[config.mk]
export PLATFORM = sky130hd
export DESIGN_NAME = dmni_mem_arbiter
export DESIGN_NICKNAME = d
export VERILOG_FILES = /design/src/rtl/dmni_mem_arbiter.sv
export SDC_FILE = /design/constraint.sdc
export NUM_CORES = 1
export LEC_CHECK = 0
export CAP_MARGIN = 20
export CORE_AREA = 3 3 132 134
export DETAILED_ROUTE_END_ITERATION = 16
export DIE_AREA = 0 0 135 137
export HOLD_SLACK_MARGIN = 0.15
export PLACE_DENSITY = 0.61
export SYNTH_ARGS = -nofsm -noshare
export SYNTH_HDL_FRONTEND = slang
export SYNTH_SLANG_ARGS = --single-unit
[constraint.sdc]
create_clock -name clk_i -period 3.8 [get_ports clk_i]
set_input_delay 1.14 -clock clk_i [delete_from_list [all_inputs] [get_ports clk_i]]
set_output_delay 1.14 -clock clk_i [all_outputs]
set_load 0.05 [all_outputs]
[src/rtl/dmni_mem_arbiter.sv]
// Round-robin arbiter sharing the DMNI memory port among N_REQ DMA requesters, with bounded bursts.
// Optional build macro DMNI_MEM_ARB_PRIO_EN: requester 0 wins every IDLE arbitration in which it requests.
module dmni_mem_arbiter #(
    parameter int N_REQ     = 3,
    parameter int MAX_BURST = 16
) (
    input  logic                  clk_i,
    input  logic                  rst_ni,
    input  logic [N_REQ-1:0]      req_i,
    input  logic [N_REQ*4-1:0]    we_i,
    input  logic [N_REQ*32-1:0]   addr_i,
    input  logic [N_REQ*32-1:0]   wdata_i,
    output logic [N_REQ-1:0]      gnt_o,
    output logic [N_REQ-1:0]      rvalid_o,
    output logic [31:0]           rdata_o,
    output logic                  mem_en_o,
    output logic [3:0]            mem_we_o,
    output logic [31:0]           mem_addr_o,
    output logic [31:0]           mem_data_o,
    input  logic [31:0]           mem_data_i
);

    localparam int PTR_W = (N_REQ > 1) ? $clog2(N_REQ) : 1;
    localparam int CNT_W = $clog2(MAX_BURST + 1);

    typedef enum logic {IDLE, BURST} state_t;

    state_t             state_q, state_d;
    logic [PTR_W-1:0]   owner_q, owner_d;
    logic [PTR_W-1:0]   rr_ptr_q, rr_ptr_d;
    logic [CNT_W-1:0]   beat_cnt_q, beat_cnt_d;
    logic               rd_pend_q, rd_pend_d;
    logic [PTR_W-1:0]   rd_id_q, rd_id_d;

    logic [PTR_W-1:0]   winner;
    logic               found;
    logic               acc;
    logic               last_beat;

    // Search starts just after the previous owner so every requester gets a turn.
    always_comb begin
        winner = rr_ptr_q;
        found  = 1'b0;
        for (int i = 1; i <= N_REQ; i++) begin
            if (!found && req_i[(int'(rr_ptr_q) + i) % N_REQ]) begin
                winner = PTR_W'((int'(rr_ptr_q) + i) % N_REQ);
                found  = 1'b1;
            end
        end
`ifdef DMNI_MEM_ARB_PRIO_EN
        if (req_i[0]) begin
            winner = '0;
        end
`else
`endif
    end

    assign acc       = (state_q == BURST) && req_i[owner_q];
    assign last_beat = acc && (beat_cnt_q == CNT_W'(MAX_BURST - 1));

    always_comb begin
        state_d    = state_q;
        owner_d    = owner_q;
        rr_ptr_d   = rr_ptr_q;
        beat_cnt_d = beat_cnt_q;
        rd_pend_d  = 1'b0;
        rd_id_d    = rd_id_q;
        gnt_o      = '0;
        mem_en_o   = 1'b0;
        mem_we_o   = '0;
        mem_addr_o = '0;
        mem_data_o = '0;
        rvalid_o   = '0;
        rdata_o    = '0;

        // Read data lands one cycle after acceptance, routed to the issuer only.
        if (rd_pend_q) begin
            rvalid_o[rd_id_q] = 1'b1;
            rdata_o           = mem_data_i;
        end

        case (state_q)
            IDLE: begin
                if (|req_i) begin
                    state_d    = BURST;
                    owner_d    = winner;
                    beat_cnt_d = '0;
                end
            end
            BURST: begin
                mem_en_o       = acc;
                mem_we_o       = we_i[int'(owner_q)*4 +: 4];
                mem_addr_o     = addr_i[int'(owner_q)*32 +: 32];
                mem_data_o     = wdata_i[int'(owner_q)*32 +: 32];
                gnt_o[owner_q] = acc;
                if (acc && (we_i[int'(owner_q)*4 +: 4] == 4'h0)) begin
                    rd_pend_d = 1'b1;
                    rd_id_d   = owner_q;
                end
                if (!acc || last_beat) begin
                    state_d  = IDLE;
                    rr_ptr_d = owner_q;
                end else begin
                    beat_cnt_d = beat_cnt_q + CNT_W'(1);
                end
            end
            default: state_d = IDLE;
        endcase
    end

    always_ff @(posedge clk_i or negedge rst_ni) begin
        if (!rst_ni) begin
            state_q    <= IDLE;
            owner_q    <= '0;
            rr_ptr_q   <= PTR_W'(N_REQ - 1);
            beat_cnt_q <= '0;
            rd_pend_q  <= 1'b0;
            rd_id_q    <= '0;
        end else begin
            state_q    <= state_d;
            owner_q    <= owner_d;
            rr_ptr_q   <= rr_ptr_d;
            beat_cnt_q <= beat_cnt_d;
            rd_pend_q  <= rd_pend_d;
            rd_id_q    <= rd_id_d;
        end
    end

endmodule

; ---- After elaboration in Yosys (flattened, before gate mapping)
; Cells that the tools add are included.
; W data, S select, Z words.
[word_totals]
register_bits = 13
in_bits = 241
out_inout_bits = 107
[op_classes]
add_sub_neg = 4
n_div = 3
order_cmp = 7
n_eq_ne = 3
shifts = 3
n_mux = 35
n_bitwise = 2
reduce_logical = 17
[ops]
columns = op, count
row1 = $shiftx A96 B8 Y32, 2
row2 = $lt A32 B4 Y1 const B, 3
row3 = $mod A32 B3 Y32 const B, 3
row4 = $mux W32, 3
row5 = $mux W1, 16
row6 = $shiftx A12 B5 Y4, 1
row7 = $mux W5, 2
row8 = $pmux W5 S2, 1
row9 = $bmux W1 S2, 4
row10 = $reduce_and A2 Y1, 4
row11 = $logic_and A1 B1 Y1, 7
row12 = $add A2 B2 Y3 const B, 2
row13 = $lt A2 B3 Y1 const B, 2
row14 = $mux W2, 3
row15 = $mux W3, 2
row16 = $add A5 B1 Y5 const B, 1
row17 = $eq A5 B4 Y1 const B, 1
row18 = $demux W1 S2, 2
row19 = $ge A2 B1 Y1 const B, 2
row20 = $logic_not A4 Y1, 1
row21 = $mux W4, 1
row22 = $ne A2 B2 Y1 const B, 2
row23 = $add A2 B1 Y3 const B, 1
row24 = $and A3 B3 Y3, 1
row25 = other kinds (5), 7

; ---- Longest topological paths before layout
[depth]
depth_word = 12
ltp_mapped = 8
depth_no_buf = 7

; ---- Least setup slack after synthesis
; No wires, ideal clock.
[synth_path]
path_kind = input-to-output
start = input req_i[2]
end = output gnt_o[2]
arrival_time_ns = 2.912
required_ns = 2.660
path_slack_ns = -0.252
cell_stages = 5
path_buffers = 1
path_cell_list = buf_2 -> mux2i_1 -> o21ai_1 -> nand2_1 -> nor3b_1
[synth_via]
elab_chain_cells = 5
[synth_lines]
columns = element, line_no
row1 = from (decl), 9  ; input logic [N_REQ-1:0] req_i,
row2 = $bmux W1 S2, 58  ; assign acc = (state_q == BURST) && req_i[owner_q];
row3 = $mux W1 (not written as such), 58
row4 = $logic_and A1 B1 Y1, 58
row5 = $and A3 B3 Y3 (no line), n/a
row6 = $mux W3, 82  ; case (state_q)
row7 = to (decl), 13  ; output logic [N_REQ-1:0] gnt_o,
; No other way between the ends. The select of a mux whose other input is x is not followed.

; ---- Final worst setup path
; Ends and elaborated chain as after synthesis.

==> run summary <==
Synth cell types: 42
CP Launch Point: req_i[2]
Max-Cap Viols: 0
Clk Latency, worst-skew pair: 240 ps
TNS Setup: 0 ps
Worst R2R End: rd_id_q[1]
Clock Skew: 3.118 ps
via/cell ratio: 4.282
commonest non-fill, non-tap cells in the layout: clkdlybuf4s50_1, nor2_1, buf_12, mux2i_1, a21oi_1
Synth top area share: 25.95%
Main synth FF type: dfrtp_1
FFs w/ async S/R, synth: 100.0%
TritonRoute pass-1 iters: 4
relative slew slack: 60.00%
Min Clock Period, post-route: 3674 ps
Worst Hold Launch: beat_cnt_q[0]
Worst Tran Pin Value: 598.2 ps
die height: 137 µm
Layout area overhead: 160.9%
crit path launch type: input pin
Final ANT Viol Nets: 0
FF+latch count, synth: 13
Filler Cell Count: 1599
Synth area leader: mux2i_1
fmax: 272.2 MHz
post-CTS sizing: 0
fin cells: 976
Worst EP required: 2660 ps
register area share after synthesis: 11.76%
post-cts hold buffer count: 0
Post-Syn Nets: 676
clk sinks: 13
Post-synth EDFFs: 0
layout cells sized above 1: 17.72%
Nets: 1002
synth warn: 0
routability cong.: 0.7968
count of final setup violators: 0
CP arrival: 2530 ps
Max clock buf depth: 2
grt met3 use: 3.309%
starting density of the core: 16.93%
met1 Use GR: 18.11%
Final Hold Fails: 0
DR iter-0 viols: 131
Leak: 0.003123 µW
crit path to: gnt_o[2]
CP max-delay cell: clkdlybuf4s50_1
worst r2r src: owner_q[1]
vias in the first global route: 4079
IO Port Bufs: 347
cells after synthesis: 431
I/O Pins: 348
post-DP HPWL: 12530 µm
slowest stage delay, CP: 480 ps
Crit. End Element: primary output
total track usage: 14.76%
outcome: completed
synth top area cells: mux2i_1, nor2_1, a21oi_1, dfrtp_1, and2_1
Final Instance Area: 7247 µm²
Final Max Slew Viols: 0
crit share post-route: 96.67%
Mapped Area: 2778 µm²
Placed Cells: 972
TritonCTS clock tree: done
largest net degree at the start of global routing: 45
hold_ws: 520.1 ps
Overflow after GRT: 0
Die Wd: 135 µm
Clock transition at path regs: 40 ps
crit path max fanout: 4
most common library cell in the layout ignoring fill and taps: clkdlybuf4s50_1
M2 GR Usage: 26.99%
CTS Buf Count: 3
worst reg-to-reg path cell count: 6
Core ar.: 16410 µm²
Post-CTS Setup Inserts: 0
H-tree level count: 1
Root Buffer Master: clkbuf_16
Avg WL per Cell: 15.72 µm
RSZ-0062 raised after global routing: no
drt total wl: 15340 µm
DP Worst Slack: 16.59 ps
gr busiest metal: met2
vias after detailed routing: 4179
number of diodes: 0
critical path class: input pin to primary output
initial antenna violation count: 0
first-pass GRT wire length: 22260 µm
worst setup margin: 126.5 ps
Die ar.: 18500 µm²
Power Density: 801.9 nW/µm²
critical-path cell list: clkdlybuf4s50_1, mux2i_1, o21ai_2, nand2_1, nor3b_2, buf_12
DRC errors left: 0
post-placement cell area: 7164 µm²
Hold Path Class: flip-flop to flip-flop
Cell Rows: 47
register-to-register setup slack: 1440 ps
Synth Area per Inst: 6.445 µm²
maximum vdd drop: 0.4963 mV
==> report_power, final <==
group | internal (µW) | switching, µW
Clock | 141 | 52.8
Combinational | 2350 | 2920
Sequential | 196 | 156
Total | 2690 | 3130
==> worst min-delay path by stage <==
stage | to | slack (ps) | depth (start not counted)
3_5_place_dp | beat_cnt_q[0] | 510 | 1
2_1_floorplan | beat_cnt_q[0] | 480 | 1
4_1_cts | beat_cnt_q[0] | 520 | 1
5_1_grt | beat_cnt_q[0] | 550 | 1
3_3_place_gp | beat_cnt_q[4] | 500 | 2
6_report | beat_cnt_q[0] | 520 | 1
==> cell families (layout without fill, tap and decap cells) <==
| family | count (synthesis) | count (layout) | synth area share, % |
|---|---|---|---|
| DFF | 13 | 13 | 11.76 |
| xor gates and xnor gates | 1 | 1 | 0.3154 |
| buffers and inverters | 48 | 373 | 7.432 |
| adders and majority gates | 4 | 4 | 1.802 |
| and+or+nand+nor | 194 | 194 | 32.16 |
| muxes | 76 | 76 | 27.57 |
| AOI/OAI and AO/OA | 95 | 95 | 18.96 |
==> sequential cells by signal, summed over array words and instances (netlist names) <==
name,cells
rd_pend_q,1
state_q,1
owner_q,2
rd_id_q,2
rr_ptr_q,2
beat_cnt_q,5
==> Yosys cell counts, types with 2 or more instances <==
cell / count
mux2i_1: 72
mux2_1: 2
clkbuf_1: 20
and2_1: 34
dfrtp_1: 12
a21oi_1: 70
nand2_1: 7
o31ai_1: 2
mux2_2: 2
nand3b_1: 4
nor2_1: 133
buf_2: 15
ha_1: 4
nor3_1: 2
buf_4: 2
nor3b_1: 3
and3b_1: 2
and3_1: 2
buf_1: 2
o21ai_0: 9
inv_1: 9
o21ai_1: 3
==> routing by layer <==
| metal | vias up | part of all wire (%) |
|---|---|---|
| met5 | - | 0 |
| met4 | 0 | 1.1 |
| met3 | 12 | 8.1 |
| met2 | 177 | 51 |
| met1 | 1878 | 40 |
| li1 | 2112 | - |
==> worst max-delay path: cells and delay by family <==
family          cells  cell delay, ps
compound gates      1             210
buf+inv             2             650
mux                 1              90
simple gates        2             440
==> stage by stage <==
stage               power, µW  util, %
global route             6124    44.17
floorplan                3197        -
global placement         5643    43.67
detailed placement       5661    43.67
CTS                      5871    44.15
finish                   5812    44.17
==> cell type report <==
class	instances	area, µm²	area share (%)
Sequential cell	13	331.6	4.575
Multi-Input combinational cell	370	2266	31.27
Clock buffer	4	78.83	1.088
Tap cell	220	275.3	3.798
Timing Repair Buffer	360	4262	58.81
Inverter	9	33.78	0.4662
Note: power is estimated with default switching activity, not from simulation.
